$ cat src/rtl/tick_gen_pkg.sv
// tick_gen_pkg: default widths and channel limits shared by tick_gen and its testbench.
package tick_gen_pkg;
  localparam int DEF_NUM_CH = 4;
  localparam int DEF_CNT_W  = 32;
  localparam int DEF_SCAN_W = 2;
  localparam int MAX_CH     = 16;
endpackage

$ cat src/rtl/tick_gen_if.sv
// tick_gen_if: control inputs and tick/phase outputs of tick_gen.
// scan_idx and its width parameter exist only when TICK_GEN_SCAN_EN is defined.
interface tick_gen_if import tick_gen_pkg::*; #(
  parameter int NUM_CH = DEF_NUM_CH,
  parameter int CNT_W  = DEF_CNT_W
`ifdef TICK_GEN_SCAN_EN
  , parameter int SCAN_W = DEF_SCAN_W
`endif
);
  logic [NUM_CH*CNT_W-1:0] div_val;
  logic [NUM_CH-1:0]       ch_en;
  logic                    sync_clr;
  logic [NUM_CH-1:0]       tick;
  logic [NUM_CH-1:0]       phase;
`ifdef TICK_GEN_SCAN_EN
  logic [SCAN_W-1:0]       scan_idx;

  modport master (output div_val, ch_en, sync_clr, input tick, phase, scan_idx);
  modport slave  (input div_val, ch_en, sync_clr, output tick, phase, scan_idx);
`else
  modport master (output div_val, ch_en, sync_clr, input tick, phase);
  modport slave  (input div_val, ch_en, sync_clr, output tick, phase);
`endif
endinterface

$ cat src/rtl/tick_chan.sv
// tick_chan: one divider channel -- counter, >= compare, registered tick pulse and phase toggle.
module tick_chan import tick_gen_pkg::*; #(
  parameter int CNT_W = DEF_CNT_W
) (
  input  logic             clk,
  input  logic             rst,
  input  logic             i_clr,
  input  logic             i_en,
  input  logic [CNT_W-1:0] i_div,
  output logic             o_tick,
  output logic             o_phase
);
  logic [CNT_W-1:0] r_cnt;
  logic             r_tick;
  logic             r_phase;
  logic             w_hit;

  // >= (not ==) so a divide value lowered below the running count ends the
  // period on the next enabled edge instead of wrapping through 2^CNT_W.
  assign w_hit = (r_cnt >= i_div);

  // Count while enabled; terminal count restarts at 0, pulses tick, flips phase.
  always_ff @(posedge clk) begin
    if (rst || i_clr) begin
      r_cnt   <= '0;
      r_tick  <= 1'b0;
      r_phase <= 1'b0;
    end else if (i_en) begin
      if (w_hit) begin
        r_cnt   <= '0;
        r_tick  <= 1'b1;
        r_phase <= ~r_phase;
      end else begin
        r_cnt  <= r_cnt + 1'b1;
        r_tick <= 1'b0;
      end
    end else begin
      r_tick <= 1'b0;
    end
  end

  assign o_tick  = r_tick;
  assign o_phase = r_phase;
endmodule

$ cat src/rtl/tick_gen.sv
// tick_gen: NUM_CH independent programmable tick/phase generators.
// Optional macro TICK_GEN_SCAN_EN adds scan_idx, advanced once per tick[SCAN_CH].
module tick_gen import tick_gen_pkg::*; #(
  parameter int NUM_CH  = DEF_NUM_CH,
  parameter int CNT_W   = DEF_CNT_W,
  parameter int SCAN_W  = DEF_SCAN_W,
  parameter int SCAN_CH = 0
) (
  input logic       clk,
  input logic       rst,
  tick_gen_if.slave bus
);
  logic [NUM_CH-1:0] w_tick;
  logic [NUM_CH-1:0] w_phase;

  // Reject configurations the channel indexing cannot support.
  if (NUM_CH < 1 || NUM_CH > MAX_CH || SCAN_CH < 0 || SCAN_CH >= NUM_CH || SCAN_W < 1)
  begin : g_cfg_err
    $error("tick_gen: illegal NUM_CH/SCAN_CH/SCAN_W");
  end

  // One channel per tick output; each takes its own slice of div_val.
  for (genvar g = 0; g < NUM_CH; g++) begin : g_ch
    tick_chan #(.CNT_W(CNT_W)) u_chan (
      .clk     (clk),
      .rst     (rst),
      .i_clr   (bus.sync_clr),
      .i_en    (bus.ch_en[g]),
      .i_div   (bus.div_val[g*CNT_W +: CNT_W]),
      .o_tick  (w_tick[g]),
      .o_phase (w_phase[g])
    );
  end

  assign bus.tick  = w_tick;
  assign bus.phase = w_phase;

`ifdef TICK_GEN_SCAN_EN
  logic [SCAN_W-1:0] r_scan_idx;

  // Advance the display index the cycle after the selected channel ticks.
  always_ff @(posedge clk) begin
    if (rst || bus.sync_clr) r_scan_idx <= '0;
    else if (w_tick[SCAN_CH]) r_scan_idx <= r_scan_idx + 1'b1;
  end

  assign bus.scan_idx = r_scan_idx;
`endif
endmodule

$ cat src/flat_wrapper.sv
// flat-port wrapper written by rule: the top's interface ports become plain ports
module tick_gen_flat import tick_gen_pkg::*;
#(
  parameter int NUM_CH  = DEF_NUM_CH,
  parameter int CNT_W   = DEF_CNT_W,
  parameter int SCAN_W  = DEF_SCAN_W,
  parameter int SCAN_CH = 0
)
  (clk, rst, bus_div_val, bus_ch_en, bus_sync_clr, bus_tick, bus_phase);
  tick_gen_if #(.NUM_CH(NUM_CH), .CNT_W(CNT_W)) bus_i ();
  input logic clk;
  input logic rst;
  input wire logic [$bits(bus_i.div_val)-1:0] bus_div_val;
  input wire logic [$bits(bus_i.ch_en)-1:0] bus_ch_en;
  input wire logic [$bits(bus_i.sync_clr)-1:0] bus_sync_clr;
  output wire logic [$bits(bus_i.tick)-1:0] bus_tick;
  output wire logic [$bits(bus_i.phase)-1:0] bus_phase;
  assign bus_i.div_val = bus_div_val;
  assign bus_i.ch_en = bus_ch_en;
  assign bus_i.sync_clr = bus_sync_clr;
  assign bus_tick = bus_i.tick;
  assign bus_phase = bus_i.phase;
  tick_gen #(.NUM_CH(NUM_CH), .CNT_W(CNT_W), .SCAN_W(SCAN_W), .SCAN_CH(SCAN_CH)) u_core (.clk(clk), .rst(rst), .bus(bus_i));
endmodule
$ cat config.mk
export PLATFORM = sky130hd
export DESIGN_NAME = tick_gen_flat
export DESIGN_NICKNAME = d
export VERILOG_FILES = /design/src/rtl/tick_gen_pkg.sv /design/src/rtl/tick_gen_if.sv /design/src/rtl/tick_chan.sv /design/src/rtl/tick_gen.sv /design/src/flat_wrapper.sv
export SDC_FILE = /design/constraint.sdc
export NUM_CORES = 1
export LEC_CHECK = 0
export ABC_AREA = 1
export CORE_UTILIZATION = 23
export DETAILED_ROUTE_END_ITERATION = 12
export SLEW_MARGIN = 0
export SYNTH_ARGS = -nofsm -noshare
export SYNTH_HDL_FRONTEND = slang
export SYNTH_HIERARCHICAL = 1
export SYNTH_SLANG_ARGS = --single-unit
$ cat constraint.sdc
create_clock -name clk -period 2.3 [get_ports clk]
set_clock_uncertainty 0.05 [all_clocks]
set_input_delay 0.69 -clock clk [delete_from_list [all_inputs] [get_ports clk]]
set_output_delay 0.69 -clock clk [all_outputs]
set_load 0.005 [all_outputs]
; ---- Yosys cells after proc, flatten, opt, wreduce, memory -nomap -nowiden
; Index checks and enable logic that the tools add are counted.
[totals]
input_bits = 135
out_inout_bits = 8
elab_cells = 45
register_bits = 136
[op_classes]
n_bitwise = 8
muxes = 8
addsub = 4
reduce_logical = 9
n_lt_le_gt_ge = 4
[op_table]
columns = operator, count
row1 = adder 32 x 1 -> 32 bit (second input constant), 4
row2 = greater-or-equal comparator 32 bit, 4
row3 = two-way mux 32 bit, 4
row4 = NOT 1 bit, 8
row5 = AND reduction 2 bit, 4
row6 = OR reduction 2 bit, 4
row7 = two-way mux 1 bit, 4
row8 = logical OR 1 bit, 1

; ---- Longest topological paths before layout
; Gate-level depths: netlist of run 1.
[depth]
ltp_word = 2
mapped_depth = 17

; ---- By module
; Netlist of run 1, hierarchy kept.
[modules_own_cells]
columns = module, area_each_um2, cells_per_inst, n_inst
row1 = tick_chan, 2473.6, 355, 4

; ---- Worst setup path after synthesis of run 1
; Ideal clock, no wire load.
[synth_timing]
path_kind = input-to-reg
startpoint = input port bus_div_val[7]
endpoint = register u_core.g_ch[0].u_chan.r_cnt[29]
t_arrival_ps = 1920
required_time_ps = 2133
setup_ps = 117
slack_ps = 213
n_path_buf = 1
stages = 16
path_cell_list = inv_1 -> ha_1 -> nand2_1 -> inv_1 -> nand2_1 -> nor2_1 -> nor2_1 -> nand2_1 -> nand2_1 -> nand2_1 -> nand2_1 -> nand2_1 -> nand2_1 -> nand2_1 -> buf_2 -> nor2_1
[synth_between]
elab_chain_len = 2
[synth_lines]
columns = item, line
row1 = start: declaration, flat_wrapper.sv:13  ; input wire logic [$bits(bus_i.div_val)-1:0] bus_div_val;
row2 = greater-or-equal comparator 32 bit, tick_chan.sv:20  ; assign w_hit = (r_cnt >= i_div);
row3 = two-way mux 32 bit, tick_chan.sv:29  ; if (w_hit) begin
row4 = end signal: assignment, tick_chan.sv:34  ; r_cnt <= r_cnt + 1'b1;
row5 = end: declaration, tick_chan.sv:13  ; logic [CNT_W-1:0] r_cnt;
; No other way between the ends.
; A chain may end at the register's enable or synchronous reset.

; ---- Worst setup path after layout of run 1
[layout_timing]
startpoint = input port bus_div_val[95]
endpoint = register u_core.g_ch[2].u_chan.r_cnt[22]
[layout_between]
elab_chain_len = 2
[layout_lines]
columns = item, line
row1 = greater-or-equal comparator 32 bit, tick_chan.sv:20
row2 = two-way mux 32 bit, tick_chan.sv:29
row3 = end signal: assignment, tick_chan.sv:34
row4 = end: declaration, tick_chan.sv:13
; No other way between the ends.

==> summary.txt, run 1 <==
Hold Crit Depth: 2
GR Overflow Total: 0
Relative slew slack: 0.6649
Max IR drop VDD: 384.9 uV
Logic pwr share: 0.124
Setup Total Neg Slack: 0 ps
Reg2reg path depth: 14
Die Y: 209.4 um
Clk pin slew, worst setup/hold paths: 60 ps
Min Hold Slack: 434.8 ps
Die Width: 209.4 um
Layout cells sized above 1: 0.2903
Post-DRT Antenna Nets: 0
Syn-to-layout area delta: 54.97%
Critical Path End Type: register
Sw frac: 0.2342
Outcome: completed
Area share of the largest cell type after synthesis: 0.2752
Static leakage: 6.839 nW
Total Wirelength: 28050 um
Seq pwr share: 0.389
Die Area: 43850 um^2
Synth Register Bits: 136
Initial DRC Count: 353
Worst-path maximum fanout: 8
Clock sink count: 136
Hold_sp: u_core/g_ch[3].u_chan/o_phase
Synth Area per Inst: 6.968 um^2
Final Non-Filler Cells: 2220
PD cells: 397.0 nW/um^2
Switch Pwr: 1.426 mW
FP Rows: 75
WHS Endpoint: u_core/g_ch[3].u_chan/o_phase
Number of global-route vias before repair: 9578
Final hold vios: 0
Cell Area, Synth: 9894 um^2
Syn_nets: 1687
Period utilization: 0.9819
Top post-synthesis cells by area: dfxtp_1, ha_1, nand2_1
Worst-margin pin slew: 498.8 ps
Internal: 4.662 mW
Routability congestion estimate: 0.8489
Fin crit period: 2258 ps
Num ports: 143
Gate Count Post-Synth: 1420
Initial Util: 0.2343
Gr usage total: 0.1245
Global-route wire length before repair: 44420 um
H-Tree Level Count: 4
Vias per inst: 4.397
Sequential share of the synthesized area: 0.2752
CP startpoint kind: input pin
Initial antenna violation count: 0
DR DRC count: 0
Setup CP Type: input pin to register
Total CTS buffers: 17
Syn. warnings: 6
Synth area leader: dfxtp_1
Total of max-cap violations: 0
Post-Place Cells: 2167
DR pass1 iterations: 5
Nets: 1935
Root buffer cell: clkbuf_16
Vias: 9761
Hold crit path type: register to register
Critical R2R Launch: u_core/g_ch[2].u_chan/r_cnt[0]
R2R setup slack: 230 ps
Netlist cell types: 29
Clock power share: 0.487
WL/cell: 12.63 um
Worst Path Required: 2630 ps
Largest net degree at the start of global routing: 24
Worst-case clock buffer depth: 2
Reg-to-Reg End: u_core/g_ch[2].u_chan/r_cnt[22]
Skew-Pair Late Insertion Delay: 430 ps
Fin. max-slew vios: 0
DPL Wire Length: 20380 um
Core Box Area: 42230 um^2
Worst EP arrival: 2580 ps
Port Buffers: 142
FMAX: 442.8 MHz
Ant diodes: 0
CTS tree: done
Final setup viols: 0
[worst max-delay path: stages]
cell             delay (ps)
clkdlybuf4s50_1         510
inv_2                    60
ha_4                    240
a21oi_2                 130
o21a_1                  120
nand2_1                  80
a21oi_4                 140
nand2_2                  70
nand2_2                 100
nand2_4                 110
clkbuf_16               230
nor2_4                  100
[sequential cells by signal (all words and copies together) (netlist names)]
name and flops:
u_core/g_ch.u_chan/r_cnt 128, u_core/g_ch.u_chan/o_tick 4, u_core/g_ch.u_chan/o_phase 4
[metal layers]
layer,vias to the layer above,track usage,part of all wire
met5,-,0,0
met4,0,0.04285,0.017
met3,34,0.02215,0.027
met2,154,0.2166,0.49
met1,4554,0.1537,0.46
li1,5019,-,-
[cell families (layout without fill, tap and decap cells)]
kind of cell               Yosys count  after routing  synth area share
buffers and inverters              272            533            0.1088
and+or+nand+nor                    676            676            0.3096
DFF                                136            136            0.2752
xor gates and xnor gates            84             84           0.07435
adders and majority gates          132            132            0.1669
AOI/OAI and AO/OA                  120            120           0.06525
[how the worst max path moves through the flow]
| stage | to | from | cells after the start |
|---|---|---|---|
| 2_1_floorplan | u_core/g_ch[0].u_chan/r_cnt[29] | bus_div_val[7] | 16 |
| 3_3_place_gp | u_core/g_ch[3].u_chan/r_cnt[29] | bus_div_val[123] | 14 |
| 3_5_place_dp | u_core/g_ch[3].u_chan/r_cnt[0] | bus_div_val[123] | 14 |
| 4_1_cts | u_core/g_ch[2].u_chan/r_cnt[30] | bus_div_val[71] | 17 |
| 5_1_grt | u_core/g_ch[0].u_chan/r_cnt[30] | bus_div_val[27] | 13 |
| 6_report | u_core/g_ch[2].u_chan/r_cnt[22] | bus_div_val[95] | 12 |
[metrics by stage]
| step | util | total power [mW] | instance area [um^2] | worst slack [ps] |
|---|---|---|---|---|
| finish | 0.3631 | 6.088 | 15330 | 41.62 |
| global placement | 0.2975 | 2.969 | 12560 | -736.0 |
| floorplan | - | 2.653 | 9894 | 212.9 |
| global route | 0.3631 | 6.354 | 15330 | -34.20 |
| CTS | 0.3269 | 6.074 | 13810 | -1.287 |
| detailed placement | 0.2975 | 2.983 | 12560 | -769.9 |
[cells in the mapped netlist]
library cell / n
o22ai_1: 4
buf_2: 12
a21oi_1: 72
nor3_4: 4
nor3_2: 8
o21ai_0: 24
o21ai_1: 4
a21o_1: 4
nand2_2: 4
nand3_2: 4
buf_6: 4
nor2_1: 216
nand2_1: 284
nand4_4: 4
o21bai_1: 4
ha_1: 132
nor3_1: 28
nand3_1: 44
or2_2: 4
nand4_1: 56
inv_1: 252
xnor2_1: 24
inv_4: 4
o21a_1: 8
nor2_2: 8
nor2_4: 4
xor2_1: 60
nand3b_1: 8
dfxtp_1: 136
[cells in the final DEF, fill, tap and decap left out, types with 5 or more instances in the layout]
master,count
o21ai_1,15
clkdlybuf4s50_1,65
nand2_1,232
nor2_2,53
xor2_1,58
nand4_1,56
a21oi_1,25
nand2_4,8
a21oi_4,5
buf_4,83
buf_6,6
a21oi_2,42
xnor2_1,24
ha_1,59
o21a_1,8
buf_12,6
nor3_1,24
clkbuf_16,21
inv_1,193
dfxtp_1,136
nor3_2,10
inv_2,59
dlymetal6s2s_1,63
nor2_4,31
nor3_4,6
nand2_2,48
nand3b_1,8
nor2_1,144
dlygate4sd2_1,14
nand3_1,44
o21ai_0,9
ha_4,71
[power by group through the flow]
stage               clock (mW)  combinational [mW]  sequential [mW]
floorplan                    0               0.236             2.42
global placement             0               0.549             2.42
detailed placement           0               0.564             2.42
CTS                       3.06               0.642             2.37
global route              3.16               0.830             2.37
finish                    2.97               0.752             2.37
[final cells by class]
| type | count | area, um^2 |
|---|---|---|
| Tap cell | 539 | 674.4 |
| Clock buffer | 24 | 481.7 |
| Multi-Input combinational cell | 1012 | 7759 |
| Fill cell | 4325 | 26890 |
| Inverter | 256 | 970.9 |
| Sequential cell | 136 | 2723 |
| Timing Repair Buffer | 245 | 2582 |
| Clock inverter | 8 | 142.6 |
[repair_timing]
item                       CTS  global route
cloned                       5             5
setup buffers               12             3
hold buffers                 0             0
resized for setup          103           356
pin swaps                   61           146
setup endpoints to repair  127           134
Note: power is estimated with default switching activity, not from simulation.
==> run 2, diff against run 1 <==
--- a/config.mk
+++ b/config.mk
@@ -6,6 +6,7 @@
 export NUM_CORES = 1
 export LEC_CHECK = 0
 export ABC_AREA = 1
+export CORE_ASPECT_RATIO = 0.6
 export CORE_UTILIZATION = 23
 export DETAILED_ROUTE_END_ITERATION = 12
 export SLEW_MARGIN = 0
==> constraint.sdc (replaced) <==
create_clock -name clk -period 2.3 [get_ports clk]
set_clock_uncertainty 0.05 [all_clocks]
set_input_delay 0.46 -clock clk [delete_from_list [all_inputs] [get_ports clk]]
set_output_delay 0.46 -clock clk [all_outputs]
set_load 0.005 [all_outputs]
==> summary.txt, run 2 (same netlist as run 1, synthesis figures left out) <==
Relative slew slack: 0.5963
Global-route wire length before repair: 44420 um
Post-CTS Hold Buffers: 0
Num ports: 143
Largest net degree at the start of global routing: 32
Total CTS buffers: 17
Worst-case clock buffer depth: 2
Setup slack after layout: 71.73 ps
CTS tree: done
Min Hold Slack: 436.7 ps
Layout cells sized above 1: 0.1101
Ant diodes: 0
Outcome: completed
Routability congestion estimate: 0.8562
Final Non-Filler Cells: 2223
Setup bufs post-CTS: 0
Worst Setup Slack post-DPL: -499.7 ps
Initial antenna violation count: 0
Gr usage total: 0.1269
Number of global-route vias before repair: 8774
Slowest-stage cell, CP: clkdlybuf4s50_1
Crit-path cells: clkdlybuf4s50_1 -> inv_1 -> ha_1 -> a21oi_1 -> o21ai_0 -> nand2_1 -> nand2_1 -> a21oi_1 -> nand2_2 -> nand2_2 -> nand2_4 -> clkbuf_16 -> nor2_1
Most common cell after layout, fill and taps aside: nand2_1
GR Overflow Total: 0
Met2 wire len: 12070 um
Worst Path Required: 2630 ps
Port Buffers: 142
Clk pin slew, worst setup/hold paths: 70 ps
PD cells: 439.2 nW/um^2
Setup CP Type: input pin to register
Setup Total Neg Slack: 0 ps
Fin. max-slew vios: 0
Critical Path End Type: register
Root buffer cell: clkbuf_16
DR pass1 iterations: 5
WL/cell: 12.70 um
Met3 WL: 1232 um
Hold crit path type: register to register
FMAX: 448.8 MHz
FP Rows: 58
DR DRC count: 0
Total of max-cap violations: 0
Final hold vios: 0
Max FFs per register: 128
Top reg by flops: u_core/g_ch.u_chan/r_cnt
CP startpoint kind: input pin
Total Wirelength: 28230 um
Max layer used: met4
Worst-margin pin slew: 600.9 ps
Post-Place Cells: 2182
Period utilization: 0.9688
Fin crit period: 2228 ps
Worst EP arrival: 2560 ps
Static leakage: 6.122 nW
Worst-path maximum fanout: 8
H-Tree Level Count: 4
Initial DRC Count: 490
Vias: 9415
Final setup viols: 0
Wl on met1: 14780 um
DPL Wire Length: 21990 um
Syn-to-layout area delta: 35.45%
Max IR drop VDD: 329.8 uV
Most frequent cells in the layout: nand2_1, inv_1, nor2_1, clkdlybuf4s50_1, dfxtp_1
Nets: 1907
Die Width: 269.8 um
Core Box Area: 42160 um^2
Clock sink count: 136
Skew-Pair Late Insertion Delay: 440 ps
Die Y: 162.7 um
Die Area: 43880 um^2
Post-DRT Antenna Nets: 0
Delay of the slowest critical-path stage: 450 ps
Vias per inst: 4.235
Initial Util: 0.2347
## run 2: worst paths after layout
path / start / to / slack [ps] / depth (start not counted)
hold / removal: u_core/g_ch[0].u_chan/o_phase / u_core/g_ch[0].u_chan/o_phase / 440 / 2
setup / recovery: bus_div_val[19] / u_core/g_ch[0].u_chan/r_cnt[29] / 70 / 13
hold reg to reg: u_core/g_ch[0].u_chan/o_phase / u_core/g_ch[0].u_chan/o_phase / 440 / 2
setup reg to reg: u_core/g_ch[0].u_chan/r_cnt[19] / u_core/g_ch[0].u_chan/r_cnt[29] / 180 / 11
## run 2: report_power, final
group | internal, mW | leakage [nW] | switching, mW
Combinational | 0.353 | 4.73 | 0.262
Clock | 1.66 | 0.300 | 1.25
Sequential | 2.36 | 1.10 | 0.00659
## run 2: cell type report
cell class	instances	area [um^2]
Fill cell	4406	28760
Multi-Input combinational cell	1012	6228
Sequential cell	136	2723
Timing Repair Buffer	217	2168
Inverter	256	970.9
Tap cell	570	713.2
Clock buffer	18	439.2
Clock inverter	14	158.9
## run 2: timing repair
item | CTS | global route
gates resized for setup | 1 | 36
pin swaps | 0 | 9
endpoints found under the setup margin | 30 | 123
gates cloned | 0 | 9
## run 2: layer usage
metal  GRT usage  up-vias
li1            -     4984
met2      0.1941      144
met4     0.02247        0
met1      0.1814     4278
met3     0.02963        9
met5           0        -
## run 2: critical path: cells and delay by family
family | cells | cell delay (ps)
AOI/OAI and AO/OA | 3 | 510
adders and majority gates | 1 | 310
buffers and inverters | 3 | 690
and+or+nand+nor | 6 | 570
## run 2: stage by stage
stage | area (um^2) | util | total power [mW]
4_1_cts | 13070 | 0.3099 | 5.966
2_1_floorplan | 9894 | - | 2.653
6_report | 13400 | 0.3179 | 5.886
3_5_place_dp | 12470 | 0.2957 | 2.981
3_3_place_gp | 12470 | 0.2957 | 2.966
5_1_grt | 13400 | 0.3179 | 6.175
==> run 3, diff against run 2 <==
--- a/config.mk
+++ b/config.mk
@@ -9,7 +9,7 @@
 export CORE_ASPECT_RATIO = 0.6
 export CORE_UTILIZATION = 23
 export DETAILED_ROUTE_END_ITERATION = 12
-export SLEW_MARGIN = 0
+export PLACE_DENSITY_LB_ADDON = 0.3
 export SYNTH_ARGS = -nofsm -noshare
 export SYNTH_HDL_FRONTEND = slang
 export SYNTH_HIERARCHICAL = 1
==> summary.txt, run 3 (same netlist as run 1, synthesis figures left out) <==
Total of max-cap violations: 0
Design Area, Final: 13510 um^2
Initial DRC Count: 507
Worst-path maximum fanout: 9
Number of buffers and inverters on the critical path: 4
CTS tree: done
Final hold vios: 0
Worst-case clock buffer depth: 2
Crit-path cells: clkdlybuf4s50_1 -> inv_1 -> ha_1 -> nand2_1 -> inv_1 -> nand2_1 -> nor2_1 -> nor2_1 -> nand2_1 -> nand2_1 -> nand2_1 -> nand2_2 -> nand2_1 -> nand2_2 -> nand2_4 -> clkbuf_16 -> nor2_1
DR pass1 iterations: 5
R2R setup slack: 280 ps
Stages on the worst setup path: 17
Reg2reg path depth: 11
Relative slew slack: 0.6012
Post-CTS Hold Buffers: 0
Logic pwr share: 0.110
Final Non-Filler Cells: 2242
FP Rows: 58
Internal: 4.142 mW
Setup CP Type: input pin to register
Post-DRT Antenna Nets: 0
# fillers: 4492
Die Width: 269.8 um
Post-Route Utilization: 0.3204
Delay of the slowest critical-path stage: 450 ps
Largest net degree at the start of global routing: 32
Static leakage: 6.191 nW
Vias per inst: 4.129
Final setup viols: 0
Critical Path End Type: register
Total Wirelength: 26900 um
Reg-to-Reg End: u_core/g_ch[1].u_chan/r_cnt[5]
Fin crit period: 2141 ps
Worst Path Required: 2580 ps
H-Tree Level Count: 4
WL/cell: 12.00 um
Num ports: 143
DR DRC count: 0
Initial antenna violation count: 0
Hold crit path type: register to register
PD cells: 414.6 nW/um^2
Post-Place Cells: 2201
Sw frac: 0.2605
Top reg by flops: u_core/g_ch.u_chan/r_cnt
FMAX: 467.2 MHz
Layout cells sized above 1: 0.1214
Worst Setup SP: bus_div_val[39]
Routability congestion estimate: 0.8285
GR Overflow Total: 0
Period utilization: 0.9307
Slowest-stage cell, CP: clkdlybuf4s50_1
Max IR drop VDD: 309.2 uV
Clock sink count: 136
Initial Util: 0.2347
Most common cell after layout, fill and taps aside: nand2_1
Port Buffers: 142
CP startpoint kind: input pin
Worst EP arrival: 2420 ps
Critical R2R Launch: u_core/g_ch[1].u_chan/r_cnt[23]
Clk pin slew, worst setup/hold paths: 60 ps
Most frequent cells in the layout: nand2_1, inv_1, nor2_1, clkdlybuf4s50_1, dfxtp_1
Worst Setup EP: u_core/g_ch[1].u_chan/r_cnt[5]
Skew-Pair Late Insertion Delay: 440 ps
Root buffer cell: clkbuf_16
Total CTS buffers: 17
Min Hold Slack: 441.3 ps
Global-route wire length before repair: 43250 um
Max FFs per register: 128
Die Y: 162.7 um
Syn-to-layout area delta: 36.55%
Seq pwr share: 0.422
Switch Pwr: 1.459 mW
Worst-margin pin slew: 595.9 ps
Number of global-route vias before repair: 8776
DPL Wire Length: 21550 um
Vias: 9257
Die Area: 43880 um^2
Ant diodes: 0
Core Box Area: 42160 um^2
Fin. max-slew vios: 0
Gr usage total: 0.1234
Clock power share: 0.468
Outcome: completed
Crit-path leading delay family: simple AND/OR/NAND/NOR gates
Cell repeated most along the worst path: nand2_1
Post-DP Area: 12610 um^2
Nets: 1926
-- run 3: area by class of cell --
class	count	area (um^2)	share of cell area
repair buffers	236	2308	0.1709
inverters	256	970.9	0.07186
clock inverters	14	113.9	0.008427
clock buffers	18	439.2	0.03251
multi-input cells	1012	6242	0.4620
flip-flops and latches	136	2723	0.2015
well taps	570	713.2	0.05279
-- run 3: what timing repair did --
action	CTS	global route
setup endpoints to repair	0	124
buffers inserted	0	1
gates resized for setup	0	46
-- run 3: worst min path at each step --
stage / startpoint / to / depth (start not counted)
final: u_core/g_ch[0].u_chan/o_phase / u_core/g_ch[0].u_chan/o_phase / 2
after global routing: u_core/g_ch[0].u_chan/o_phase / u_core/g_ch[0].u_chan/o_phase / 2
after CTS: u_core/g_ch[0].u_chan/o_phase / u_core/g_ch[0].u_chan/o_phase / 2
after detailed placement: u_core/g_ch[0].u_chan/o_phase / u_core/g_ch[0].u_chan/o_phase / 2
after global placement: u_core/g_ch[0].u_chan/o_phase / u_core/g_ch[0].u_chan/o_phase / 2
after floorplan: u_core/g_ch[0].u_chan/o_phase / u_core/g_ch[0].u_chan/o_phase / 2
-- run 3: metal layers --
metal | GRT usage | routed length [um] | up-vias
li1 | - | - | 5013
met1 | 0.1796 | 14610 | 4091
met2 | 0.1810 | 11040 | 134
met3 | 0.02609 | 1037 | 19
met4 | 0.03461 | 214 | 0
met5 | 0 | 0 | -
-- run 3: worst register-to-register path, stage by stage (launching register included) --
cell	delay, ps
dfxtp_1	380
ha_1	330
nand2_1	90
nor2_2	130
nand4_1	200
nor2_1	180
nand2_2	80
nand2_1	90
nand2_2	80
nand2_4	120
clkbuf_16	170
nor2_1	40
-- run 3: power by group through the flow --
stage	Combinational, mW	Sequential (mW)	Clock, mW
2_1_floorplan	0.236	2.42	0
3_3_place_gp	0.560	2.42	0
3_5_place_dp	0.571	2.42	0
4_1_cts	0.576	2.37	2.72
5_1_grt	0.690	2.37	2.85
6_report	0.616	2.37	2.62
-- run 3: through the flow --
| step | worst slack (ps) | setup TNS, ps | power [mW] |
|---|---|---|---|
| finish | 159.4 | 0 | 5.602 |
| global route | -29.67 | -419.6 | 5.901 |
| CTS | 109.7 | 0 | 5.661 |
| detailed placement | -347.6 | -38810 | 2.991 |
| global placement | -347.8 | -36890 | 2.979 |
| floorplan | 442.9 | 0 | 2.653 |
